==> config.mk <==
export PLATFORM = sky130hd
export DESIGN_NAME = psdsquare
export DESIGN_NICKNAME = d
export VERILOG_FILES = /design/src/rtl/psd_pkg.sv /design/src/rtl/psd_bracket.sv /design/src/rtl/psdsquare.sv
export SDC_FILE = /design/constraint.sdc
export NUM_CORES = 1
export LEC_CHECK = 0
export BUFFER_PORTS_ARGS = -buffer_cell sky130_fd_sc_hd__buf_2
export CAP_MARGIN = 25
export CELL_PAD_IN_SITES_DETAIL_PLACEMENT = 1
export CELL_PAD_IN_SITES_GLOBAL_PLACEMENT = 1
export CORE_UTILIZATION = 50
export DETAILED_ROUTE_END_ITERATION = 12
export PLACE_DENSITY_LB_ADDON = 0.3
export SLEW_MARGIN = 25
export SYNTH_ARGS = -nofsm -noshare
export SYNTH_HDL_FRONTEND = slang
export SYNTH_SLANG_ARGS = --single-unit
==> constraint.sdc <==
create_clock -name clock -period 19.5 [get_ports clock]
set_input_delay 3.9 -clock clock [delete_from_list [all_inputs] [get_ports clock]]
set_output_delay 3.9 -clock clock [all_outputs]
set_load 0.02 [all_outputs]
==> src/rtl/psd_pkg.sv <==
// rtl/psd_pkg.sv - shared constants and FSM encoding for the sqrt / square-check datapath
//   PSD_NBITS   : default radicand / square width
//   PSD_ROOT_W  : default root width (PSD_NBITS/2)
//   psd_state_t : IDLE/RUN/DONE encoding, also used by the square-root controller
package psd_pkg;

   localparam int PSD_NBITS  = 32;
   localparam int PSD_ROOT_W = PSD_NBITS / 2;

   typedef enum logic [1:0] {
      ST_IDLE = 2'd0,
      ST_RUN  = 2'd1,
      ST_DONE = 2'd2
   } psd_state_t;

endpackage

==> src/rtl/psd_bracket.sv <==
// rtl/psd_bracket.sv - combinational residual and floor-sqrt bracket test
//   i_x        : radicand
//   i_acc      : candidate square (root^2)
//   i_mcand    : candidate root
//   o_residual : (i_x - i_acc) mod 2^NBITS
//   o_ok       : i_acc <= i_x < i_acc + 2*i_mcand + 1
module psd_bracket
   import psd_pkg::*;
#(
   parameter int NBITS = PSD_NBITS
) (
   input  logic [NBITS-1:0]   i_x,
   input  logic [NBITS-1:0]   i_acc,
   input  logic [NBITS/2-1:0] i_mcand,
   output logic [NBITS-1:0]   o_residual,
   output logic               o_ok
);

   localparam int RW = NBITS / 2;

   // One extra bit so that root = 2^RW-1 yields a bound of exactly 2^NBITS.
   logic [NBITS:0] w_upper;

   assign w_upper    = {1'b0, i_acc} + {{RW{1'b0}}, i_mcand, 1'b0} + (NBITS+1)'(1);
   assign o_residual = i_x - i_acc;
   assign o_ok       = (i_x >= i_acc) && ({1'b0, i_x} < w_upper);

endmodule

==> src/rtl/psdsquare.sv <==
// rtl/psdsquare.sv - sequential shift-and-add squarer with floor-sqrt result check
//   clock    : rising-edge clock
//   reset    : asynchronous active-low reset
//   start    : request, sampled in IDLE or DONE
//   root     : candidate root (NBITS/2), captured on accept
//   xin      : radicand (NBITS), captured on accept
//   busy     : high while squaring (NBITS/2 cycles)
//   done     : one-cycle pulse, results valid from this cycle
//   sq       : root^2, held until the next result
//   residual : (xin - sq) mod 2^NBITS, held
//   ok       : root is the floor square root of xin, held
module psdsquare
   import psd_pkg::*;
#(
   parameter int NBITS = PSD_NBITS
) (
   input  logic               clock,
   input  logic               reset,
   input  logic               start,
   input  logic [NBITS/2-1:0] root,
   input  logic [NBITS-1:0]   xin,
   output logic               busy,
   output logic               done,
   output logic [NBITS-1:0]   sq,
   output logic [NBITS-1:0]   residual,
   output logic               ok
);

   localparam int RW = NBITS / 2;
   localparam int CW = $clog2(RW) + 1;

   psd_state_t      r_state;
   psd_state_t      w_state_next;
   logic            w_accept;
   logic            w_last;

   logic [RW-1:0]    r_mcand;
   logic [RW-1:0]    r_mplier;
   logic [NBITS-1:0] r_x;
   logic [NBITS-1:0] r_acc;
   logic [CW-1:0]    r_cnt;
   logic             r_busy;
   logic             r_done;
   logic [NBITS-1:0] r_sq;
   logic [NBITS-1:0] r_residual;
   logic             r_ok;

   logic [CW-1:0]    w_shamt;
   logic [NBITS-1:0] w_partial;
   logic [NBITS-1:0] w_acc_next;
   logic [NBITS-1:0] w_residual;
   logic             w_ok;

   always_ff @(posedge clock or negedge reset) begin
      if (!reset) r_state <= ST_IDLE;
      else        r_state <= w_state_next;
   end

   always_comb begin
      w_state_next = r_state;
      w_accept     = 1'b0;
      w_last       = 1'b0;
      case (r_state)
         ST_IDLE: begin
            if (start) begin
               w_accept     = 1'b1;
               w_state_next = ST_RUN;
            end
         end
         ST_RUN: begin
            // start is deliberately ignored here; nothing is queued.
            if (r_cnt == CW'(1)) begin
               w_last       = 1'b1;
               w_state_next = ST_DONE;
            end
         end
         ST_DONE: begin
            if (start) begin
               w_accept     = 1'b1;
               w_state_next = ST_RUN;
            end else begin
               w_state_next = ST_IDLE;
            end
         end
         default: w_state_next = ST_IDLE;
      endcase
   end

   // Bit position of the current multiplier LSB: 0 on the first RUN cycle.
   assign w_shamt    = CW'(RW) - r_cnt;
   assign w_partial  = {{RW{1'b0}}, r_mcand} << w_shamt;
   assign w_acc_next = r_mplier[0] ? (r_acc + w_partial) : r_acc;

   // Bracket is evaluated on the post-add accumulator so the DONE-entry edge
   // sees the complete square.
   psd_bracket #(
      .NBITS (NBITS)
   ) u_bracket (
      .i_x        (r_x),
      .i_acc      (w_acc_next),
      .i_mcand    (r_mcand),
      .o_residual (w_residual),
      .o_ok       (w_ok)
   );

   always_ff @(posedge clock or negedge reset) begin
      if (!reset) begin
         r_mcand    <= '0;
         r_mplier   <= '0;
         r_x        <= '0;
         r_acc      <= '0;
         r_cnt      <= '0;
         r_busy     <= 1'b0;
         r_done     <= 1'b0;
         r_sq       <= '0;
         r_residual <= '0;
         r_ok       <= 1'b0;
      end else begin
         r_busy <= (w_state_next == ST_RUN);
         r_done <= (w_state_next == ST_DONE);
         if (w_accept) begin
            r_mcand  <= root;
            r_mplier <= root;
            r_x      <= xin;
            r_acc    <= '0;
            r_cnt    <= CW'(RW);
         end else if (r_state == ST_RUN) begin
            r_acc    <= w_acc_next;
            r_mplier <= r_mplier >> 1;
            r_cnt    <= r_cnt - CW'(1);
            if (w_last) begin
               r_sq       <= w_acc_next;
               r_residual <= w_residual;
               r_ok       <= w_ok;
            end
         end
      end
   end

   assign busy     = r_busy;
   assign done     = r_done;
   assign sq       = r_sq;
   assign residual = r_residual;
   assign ok       = r_ok;

endmodule
==> impl_metrics.csv, run 1 <==
group,metric,value,unit
outcome,status,"complete, no violations",
clocking,ctsResizeCount,0,
logic_synthesis,synth_edf_count,0,
die,num_io_pins,118,
critical_path,worst_path_max_delay_cell,"ha_1",
drt,firstDrtPassIters,5,
timing,tightest_slew,1140,ps
finish,drive_gt1_frac,0.122,
clocking,cts_tree,"yes",
min_path,worstHoldPathCells,2,
critical_path,reg2regPathDepth,34,
die,dieArea,25900,sq um
timing,finalSetupViolations,0,
job,drv_cap,0,
logic_synthesis,syn-num-nets,1683,
grt,grt_pass1_vias,12400,
timing,drv_slew,0,
die,start_util,0.515,
critical_path,required,19870,ps
drt,num_vias,11900,
clocking,holdBufCountCts,0,
placed_design,dp_hpwl,31000,um
finish,seq_area,4250,sq um
logic_synthesis,ys_seq_elements,170,
min_path,hp-start,"residual[19]$_DFFE_PN0P_",
placed_design,place_congestion,0.909,
timing,fin_crit_sh,0.482,
logic_synthesis,ys_seq_area_frac,0.337,
die,die_h,161,um
logic_synthesis,synthCells,1517,
timing,max_freq,106,MHz
critical_path,cp-start-kind,"register",
finish,multi_input_area,8000,sq um
timing,slew_headroom,0.238,
timing,min_period,9390,ps
timing,finalClockSkew,21.9,ps
grt,grt_max_degree,118,
logic_synthesis,ys_types,70,
die,row_count,57,
die,core-area,24500,sq um
drt,routed_wl,41200,um
logic_synthesis,syn_avg_cell_area,8.33,sq um
logic_synthesis,syn_area,12600,sq um
clocking,clk_pin_slew,90,ps
logic_synthesis,async_flop_share,1.00,
logic_synthesis,ys.warnings.count,0,
clocking,cts_root_buf,"clkbuf_16",
grt,grt_usage,0.324,
die,die_w,161,um
min_path,hold_end,"residual[19]$_DFFE_PN0P_",
drt,wl_per_cell,21.2,um
critical_path,endpoint_kind,"register",
finish,diodes,0,
critical_path,max_stage_delay,980,ps
critical_path,cp.arrival,9770,ps
logic_synthesis,synth_top_flop_cell,"dfrtp_1",
timing,finalSetupTns,0,ps
grt,antenna_found_initial,0,
drt,drtIter0Drc,826,
critical_path,criticalPathCategory,"register to register",
timing,finalHoldViolations,0,
clocking,clockBufferDepth,2,
critical_path,reg2reg_to,"ok$_DFFE_PN0P_",
clocking,cts_made_buffers,17,
clocking,cts.sinks,170,
timing,rsz0062_at_grt,"no",
clocking,post_cts_buffers,0,
critical_path,r2r-start,"r_cnt[0]$_DFFE_PN0P_",
min_path,hold_class,"register to register",
critical_path,reg2reg_slack,10110,ps
grt,grt_pass1_wl,66000,um
drt,drc_errors,0,
grt,grt_overflow_total,0,
drt,ant_nets,0,
finish,syn2layout_area_growth,11.8,%
clocking,clk_latency,450,ps
finish,nets,1774,
critical_path,critPathMaxFanout,25,
drt,routed_via_density,6.13,
clocking,h-tree-depth,4,
finish,n_fill_cell,2965,
placed_design,portBuffers,117,
metal layers:
layer  share of wire  GRT usage  vias up
li1                -          -     5582
met1            0.42      0.394     5900
met2            0.50      0.569      338
met3           0.044     0.0496      104
met4           0.038      0.135        0
met5               0          0        -
cells in the mapped netlist (37+ instances only):
cell type,instances,share of area
clkbuf_1,50,0.015
nand2_1,325,0.097
mux2i_1,45,0.036
a21o_1,44,0.026
ha_1,112,0.11
o21ai_0,161,0.064
xor2_1,37,0.026
a21oi_1,94,0.037
dfrtp_1,170,0.34
xnor2_1,37,0.026
nor2_1,81,0.024
inv_1,49,0.015
kinds of logic after synthesis:
kind of cell	count (synthesis)	share of synthesized area
xor+xnor	76	0.0548
buf+inv	110	0.0332
fa+ha+maj	115	0.116
mux	59	0.0564
compound gates	440	0.214
simple gates	547	0.189
flops	170	0.337
per-stage QoR:
step	area, sq um	hold WS (ps)	util	std cells	worst slack (ps)
after CTS	14100	481	0.575	1945	10150
after global routing	14100	501	0.576	1945	9250
after floorplan	12600	465	-	1517	11990
final	14100	474	0.576	1945	10110
after detailed placement	13600	462	0.552	1913	10300
after global placement	13500	455	0.552	1913	10870
placed cells by master (no fill, tap or decap), types with 6 or more instances in the layout:
cell type,n
mux4_2,9
nand3_1,21
inv_8,6
nand2b_1,14
buf_4,15
a21o_1,44
inv_1,49
dfrtp_1,170
or3_1,13
ha_1,112
buf_2,116
mux2i_1,45
nor3_1,21
xor2_1,36
a21oi_1,94
a31oi_1,15
xnor2_1,37
clkbuf_16,17
o21ai_0,161
and3_1,16
o21a_1,11
nor2b_1,15
o22ai_1,15
a211oi_1,14
o211ai_1,13
and2_1,8
a21boi_0,6
nand4_1,10
nand2_1,324
nor2_1,80
o31ai_1,9
sequential cells by signal, indices dropped and copies added (netlist names):
signal    cells
r_acc        32
r_x          32
residual     32
sq           32
r_mcand      16
r_mplier     16
r_cnt         5
r_state       2
busy          1
done          1
ok            1
worst max-delay path, delay by kind of cell (launching register included):
kind                       cells  cell delay (ps)
AOI/OAI and AO/OA             19             3960
xor gates and xnor gates       1              140
adders and majority gates      4             2000
buffers and inverters          3              450
DFF                            1              970
muxes                          1              350
and+or+nand+nor                6             1420
how the worst max path moves through the flow:
stage                              start        endpoint  slack (ps)  cells past startpoint
floorplan           r_cnt[0]$_DFFE_PN0P_  ok$_DFFE_PN0P_       11990                     39
global placement    r_cnt[0]$_DFFE_PN0P_  ok$_DFFE_PN0P_       10870                     30
detailed placement  r_cnt[0]$_DFFE_PN0P_  ok$_DFFE_PN0P_       10300                     35
CTS                 r_cnt[0]$_DFFE_PN0P_  ok$_DFFE_PN0P_       10150                     26
global route        r_cnt[0]$_DFFE_PN0P_  ok$_DFFE_PN0P_        9250                     35
finish              r_cnt[0]$_DFFE_PN0P_  ok$_DFFE_PN0P_       10110                     34
area by class of cell:
cell class	instances	share of cell area
clock buffers	19	0.0314
clock inverters	13	0.00886
inverters	49	0.0130
multi-input cells	1237	0.566
flip-flops and latches	170	0.301
well taps	324	0.0287
repair buffers	133	0.0508
Power of run 1 is left out: the tool's default activity adds up to more than one toggle a clock period on the data nets, which glitch-free logic cannot reach.
==> run 2, diff against run 1 <==
--- a/config.mk
+++ b/config.mk
@@ -9,7 +9,7 @@
 export CAP_MARGIN = 25
 export CELL_PAD_IN_SITES_DETAIL_PLACEMENT = 1
 export CELL_PAD_IN_SITES_GLOBAL_PLACEMENT = 1
-export CORE_UTILIZATION = 50
+export CORE_UTILIZATION = 46
 export DETAILED_ROUTE_END_ITERATION = 12
 export PLACE_DENSITY_LB_ADDON = 0.3
 export SLEW_MARGIN = 25
==> constraint.sdc (replaced) <==
create_clock -name clock -period 9.82 [get_ports clock]
set_input_delay 1.964 -clock clock [delete_from_list [all_inputs] [get_ports clock]]
set_output_delay 1.964 -clock clock [all_outputs]
set_load 0.02 [all_outputs]
==> impl_metrics.csv, run 2 (same netlist as run 1, synthesis figures left out) <==
group,metric,value,unit
timing,finalSetupTns,0,ps
die,num_io_pins,118,
drt,ant_nets,0,
finish,nets,1783,
critical_path,r2r-start,"r_cnt[0]$_DFFE_PN0P_",
drt,drc_errors,0,
drt,routed_via_density,6.04,
timing,slew_headroom,0.321,
critical_path,cp.arrival,8690,ps
grt,grt_pass1_vias,12400,
timing,max_freq,120,MHz
drt,routed_wl,41400,um
die,die_h,168,um
grt,grt_usage,0.301,
clocking,ctsResizeCount,0,
timing,finalClockSkew,32.7,ps
die,start_util,0.469,
drt,wl_per_cell,21.0,um
min_path,hold_end,"residual[12]$_DFFE_PN0P_",
placed_design,portBuffers,117,
timing,drv_slew,0,
finish,final_common_cell,"nand2_1",
min_path,hp-start,"residual[12]$_DFFE_PN0P_",
grt,grt_overflow_total,0,
critical_path,reg2regPathDepth,30,
min_path,hold_class,"register to register",
grt,grt_pass1_wl,66700,um
die,row_count,60,
outcome,status,"complete, no violations",
job,drv_cap,0,
critical_path,cp.buffers_inverters,2,
min_path,worstHoldPathCells,2,
clocking,cts_tree,"yes",
critical_path,cp-start-kind,"register",
timing,finalSetupViolations,0,
placed_design,dp_hpwl,31100,um
finish,diodes,0,
finish,drive_gt1_frac,0.126,
finish,final_cell_mix,"nand2_1 (324), dfrtp_1 (170), o21ai_0 (161)",
critical_path,critPathMaxFanout,25,
finish,syn2layout_area_growth,12.7,%
critical_path,cp_common_cell,"ha_1",
drt,firstDrtPassIters,5,
clocking,post_cts_buffers,0,
clocking,clk_pin_slew,90,ps
clocking,clockBufferDepth,2,
critical_path,reg2reg_to,"ok$_DFFE_PN0P_",
placed_design,place_congestion,0.950,
critical_path,worst_path_max_delay_cell,"ha_1",
grt,grt_max_degree,88,
grt,antenna_found_initial,0,
critical_path,worst-path-stages,30,
clocking,clk_latency,460,ps
drt,num_vias,11900,
die,die_w,168,um
clocking,h-tree-depth,4,
clocking,holdBufCountCts,0,
critical_path,required,10140,ps
critical_path,criticalPathCategory,"register to register",
timing,finalHoldViolations,0,
timing,setup_slack,1460,ps
timing,min_period,8360,ps
drt,drtIter0Drc,741,
timing,tightest_slew,990,ps
finish,n_fill_cell,3272,
timing,fin_crit_sh,0.852,
die,core-area,27000,sq um
timing,rsz0062_at_grt,"no",
placed_design,dp_slack,1770,ps
critical_path,endpoint_kind,"register",
clocking,cts_made_buffers,17,
critical_path,max_stage_delay,930,ps
die,dieArea,28100,sq um
critical_path,reg2reg_slack,1460,ps
clocking,cts_root_buf,"clkbuf_16",
critical_path,path_delay_family,"compound AO/OA/AOI/OAI gates",
clocking,cts.sinks,170,
==> run 2: worst max path at each step <==
stage / slack [ps] / from / endpoint
5_1_grt: 730 / r_cnt[0]$_DFFE_PN0P_ / ok$_DFFE_PN0P_
2_1_floorplan: 2310 / r_cnt[0]$_DFFE_PN0P_ / ok$_DFFE_PN0P_
3_5_place_dp: 1770 / r_cnt[0]$_DFFE_PN0P_ / ok$_DFFE_PN0P_
3_3_place_gp: 2090 / r_cnt[0]$_DFFE_PN0P_ / ok$_DFFE_PN0P_
4_1_cts: 1590 / r_cnt[0]$_DFFE_PN0P_ / ok$_DFFE_PN0P_
6_report: 1460 / r_cnt[0]$_DFFE_PN0P_ / ok$_DFFE_PN0P_
==> run 2: worst reg2reg max path: cells and delay by family (launching register included) <==
kind,cells,cell delay (ps)
flip-flops,1,360
multiplexers,2,690
AND/OR/NAND/NOR,6,900
XOR/XNOR,2,200
AO/OA/AOI/OAI,14,3950
buffers and inverters,2,200
adder cells (fa/ha/maj),4,1990
==> run 2: metrics by stage <==
| stage | instance area (sq um) | util | hold slack, ps | std cells |
|---|---|---|---|---|
| 2_1_floorplan | 12600 | - | 465 | 1517 |
| 3_3_place_gp | 13600 | 0.506 | 452 | 1939 |
| 4_1_cts | 14200 | 0.528 | 480 | 1970 |
| 6_report | 14200 | 0.528 | 474 | 1970 |
| 5_1_grt | 14200 | 0.528 | 494 | 1970 |
| 3_5_place_dp | 13600 | 0.506 | 465 | 1939 |
==> run 2: per-layer routing <==
layer	vias to the layer above	wire [um]	GRT usage	part of all wire
li1	5599	-	-	-
met1	5903	17600	0.371	0.43
met2	310	21000	0.534	0.51
met3	87	1390	0.0329	0.034
met4	0	1430	0.127	0.035
met5	-	0	0	0
==> run 2: layout make-up <==
| class | instances | area (sq um) | area share |
|---|---|---|---|
| multi-input combinational | 1237 | 7990 | 0.561 |
| clock buffer | 18 | 429 | 0.0301 |
| tap | 341 | 427 | 0.0300 |
| inverter | 49 | 184 | 0.0129 |
| timing repair buffer | 142 | 779 | 0.0547 |
| clock inverter | 13 | 178 | 0.0125 |
| sequential | 170 | 4250 | 0.299 |
Power of run 2 is left out for the same reason.
==> run 3, diff against run 2 <==
--- a/config.mk
+++ b/config.mk
@@ -5,12 +5,12 @@
 export SDC_FILE = /design/constraint.sdc
 export NUM_CORES = 1
 export LEC_CHECK = 0
-export BUFFER_PORTS_ARGS = -buffer_cell sky130_fd_sc_hd__buf_2
 export CAP_MARGIN = 25
 export CELL_PAD_IN_SITES_DETAIL_PLACEMENT = 1
 export CELL_PAD_IN_SITES_GLOBAL_PLACEMENT = 1
-export CORE_UTILIZATION = 46
+export CORE_UTILIZATION = 49
 export DETAILED_ROUTE_END_ITERATION = 12
+export DONT_BUFFER_PORTS = 1
 export PLACE_DENSITY_LB_ADDON = 0.3
 export SLEW_MARGIN = 25
 export SYNTH_ARGS = -nofsm -noshare
==> impl_metrics.csv, run 3 (same netlist as run 1, synthesis figures left out) <==
group,metric,value,unit
timing,finalClockSkew,25.8,ps
critical_path,cp-start-kind,"register",
timing,max_freq,116,MHz
outcome,status,"complete, no violations",
timing,finalSetupTns,0,ps
job,drv_cap,0,
finish,nets,1665,
finish,final_common_cell,"nand2_1",
timing,finalSetupViolations,0,
drt,drtIter0Drc,739,
clocking,clk_pin_slew,90,ps
clocking,h-tree-depth,4,
grt,grt_overflow_total,0,
critical_path,cp_common_cell,"a21oi_1",
grt,grt_usage,0.312,
drt,drc_errors,0,
drt,firstDrtPassIters,7,
clocking,cts_root_buf,"clkbuf_16",
clocking,holdBufCountCts,0,
clocking,cts_made_buffers,17,
finish,syn2layout_area_growth,7.66,%
timing,finalHoldViolations,0,
grt,antenna_found_initial,0,
drt,routed_via_density,6.20,
grt,grt_pass1_vias,11900,
grt,grt_pass1_wl,64100,um
placed_design,place_congestion,0.938,
critical_path,criticalPathCategory,"register to register",
timing,slew_headroom,0.367,
timing,fin_crit_sh,0.876,
grt,grt_max_degree,171,
clocking,clockBufferDepth,2,
drt,routed_wl,39700,um
die,num_io_pins,118,
die,die_h,163,um
drt,num_vias,11400,
die,dieArea,26400,sq um
die,start_util,0.500,
critical_path,critPathMaxFanout,25,
placed_design,dp_hpwl,29400,um
timing,min_period,8610,ps
clocking,cts_tree,"yes",
critical_path,required,10200,ps
critical_path,endpoint_kind,"register",
drt,wl_per_cell,21.5,um
clocking,cts.sinks,170,
finish,n_fill_cell,3057,
timing,rsz0062_at_grt,"no",
critical_path,worst_path_max_delay_cell,"ha_2",
critical_path,max_stage_delay,720,ps
critical_path,reg2reg_slack,1210,ps
die,row_count,58,
die,core-area,25300,sq um
timing,tightest_slew,947,ps
placed_design,portBuffers,0,
critical_path,cp.arrival,8990,ps
finish,drive_gt1_frac,0.0602,
finish,final_cell_mix,"nand2_1 (324), dfrtp_1 (169), o21ai_0 (161)",
timing,drv_slew,0,
min_path,hold_class,"register to register",
drt,ant_nets,0,
die,die_w,163,um
clocking,clk_latency,460,ps
[run 3: per-stage QoR]
stage	area [sq um]	hold slack (ps)	setup WS [ps]	utilization	cells
floorplan	12600	465	2310	-	1517
detailed placement	13000	500	814	0.516	1810
CTS	13600	519	644	0.538	1842
finish	13600	523	1210	0.539	1844
global route	13600	530	417	0.538	1842
global placement	13000	491	1270	0.516	1810
[run 3: what timing repair did]
| item | in CTS | in global routing |
|---|---|---|
| gates resized for setup | 0 | 2 |
| setup buffers | 0 | 0 |
| endpoints found under the setup margin | 0 | 1 |
[run 3: critical path, delay by kind of cell, from the launching register on]
kind / cells / cell delay, ps
compound gates: 19 / 3630
fa+ha+maj: 4 / 1780
simple gates: 10 / 1650
flops: 1 / 690
buf+inv: 2 / 320
mux: 1 / 280
xor+xnor: 1 / 140
[run 3: cell type report]
cell class                      count  area [sq um]  area share
Inverter                           49           184      0.0135
Timing Repair Buffer               24           180      0.0132
Tap cell                          330           413      0.0304
Clock buffer                       17           425      0.0313
Antenna cell                        2          5.00    0.000368
Clock inverter                     15           148      0.0109
Sequential cell                   170          4260       0.313
Multi-Input combinational cell   1237          7990       0.587
[run 3: routing by layer]
layer  GRT usage  wire length (um)  vias up  part of all wire
met5           0                 0        -                 0
met4       0.131              1420        0             0.036
met3      0.0402              1420       87             0.036
met2       0.552             19900      301              0.50
met1       0.380             17000     5670              0.43
li1            -                 -     5372                 -
[run 3: path summary, 6_finish.rpt]
| check | from | to | depth (start not counted) |
|---|---|---|---|
| setup reg to reg | r_cnt[0]$_DFFE_PN0P_ | ok$_DFFE_PN0P_ | 37 |
| hold / removal | r_mplier[15]$_DFFE_PN0P_ | r_mplier[15]$_DFFE_PN0P_ | 1 |
| hold reg to reg | r_mplier[15]$_DFFE_PN0P_ | r_mplier[15]$_DFFE_PN0P_ | 1 |
| max in group asynchronous | reset | r_cnt[0]$_DFFE_PN0P_ | 0 |
| setup / recovery | r_cnt[0]$_DFFE_PN0P_ | ok$_DFFE_PN0P_ | 37 |
| min in group asynchronous | reset | done$_DFF_PN0_ | 0 |
Power of run 3 is left out for the same reason.
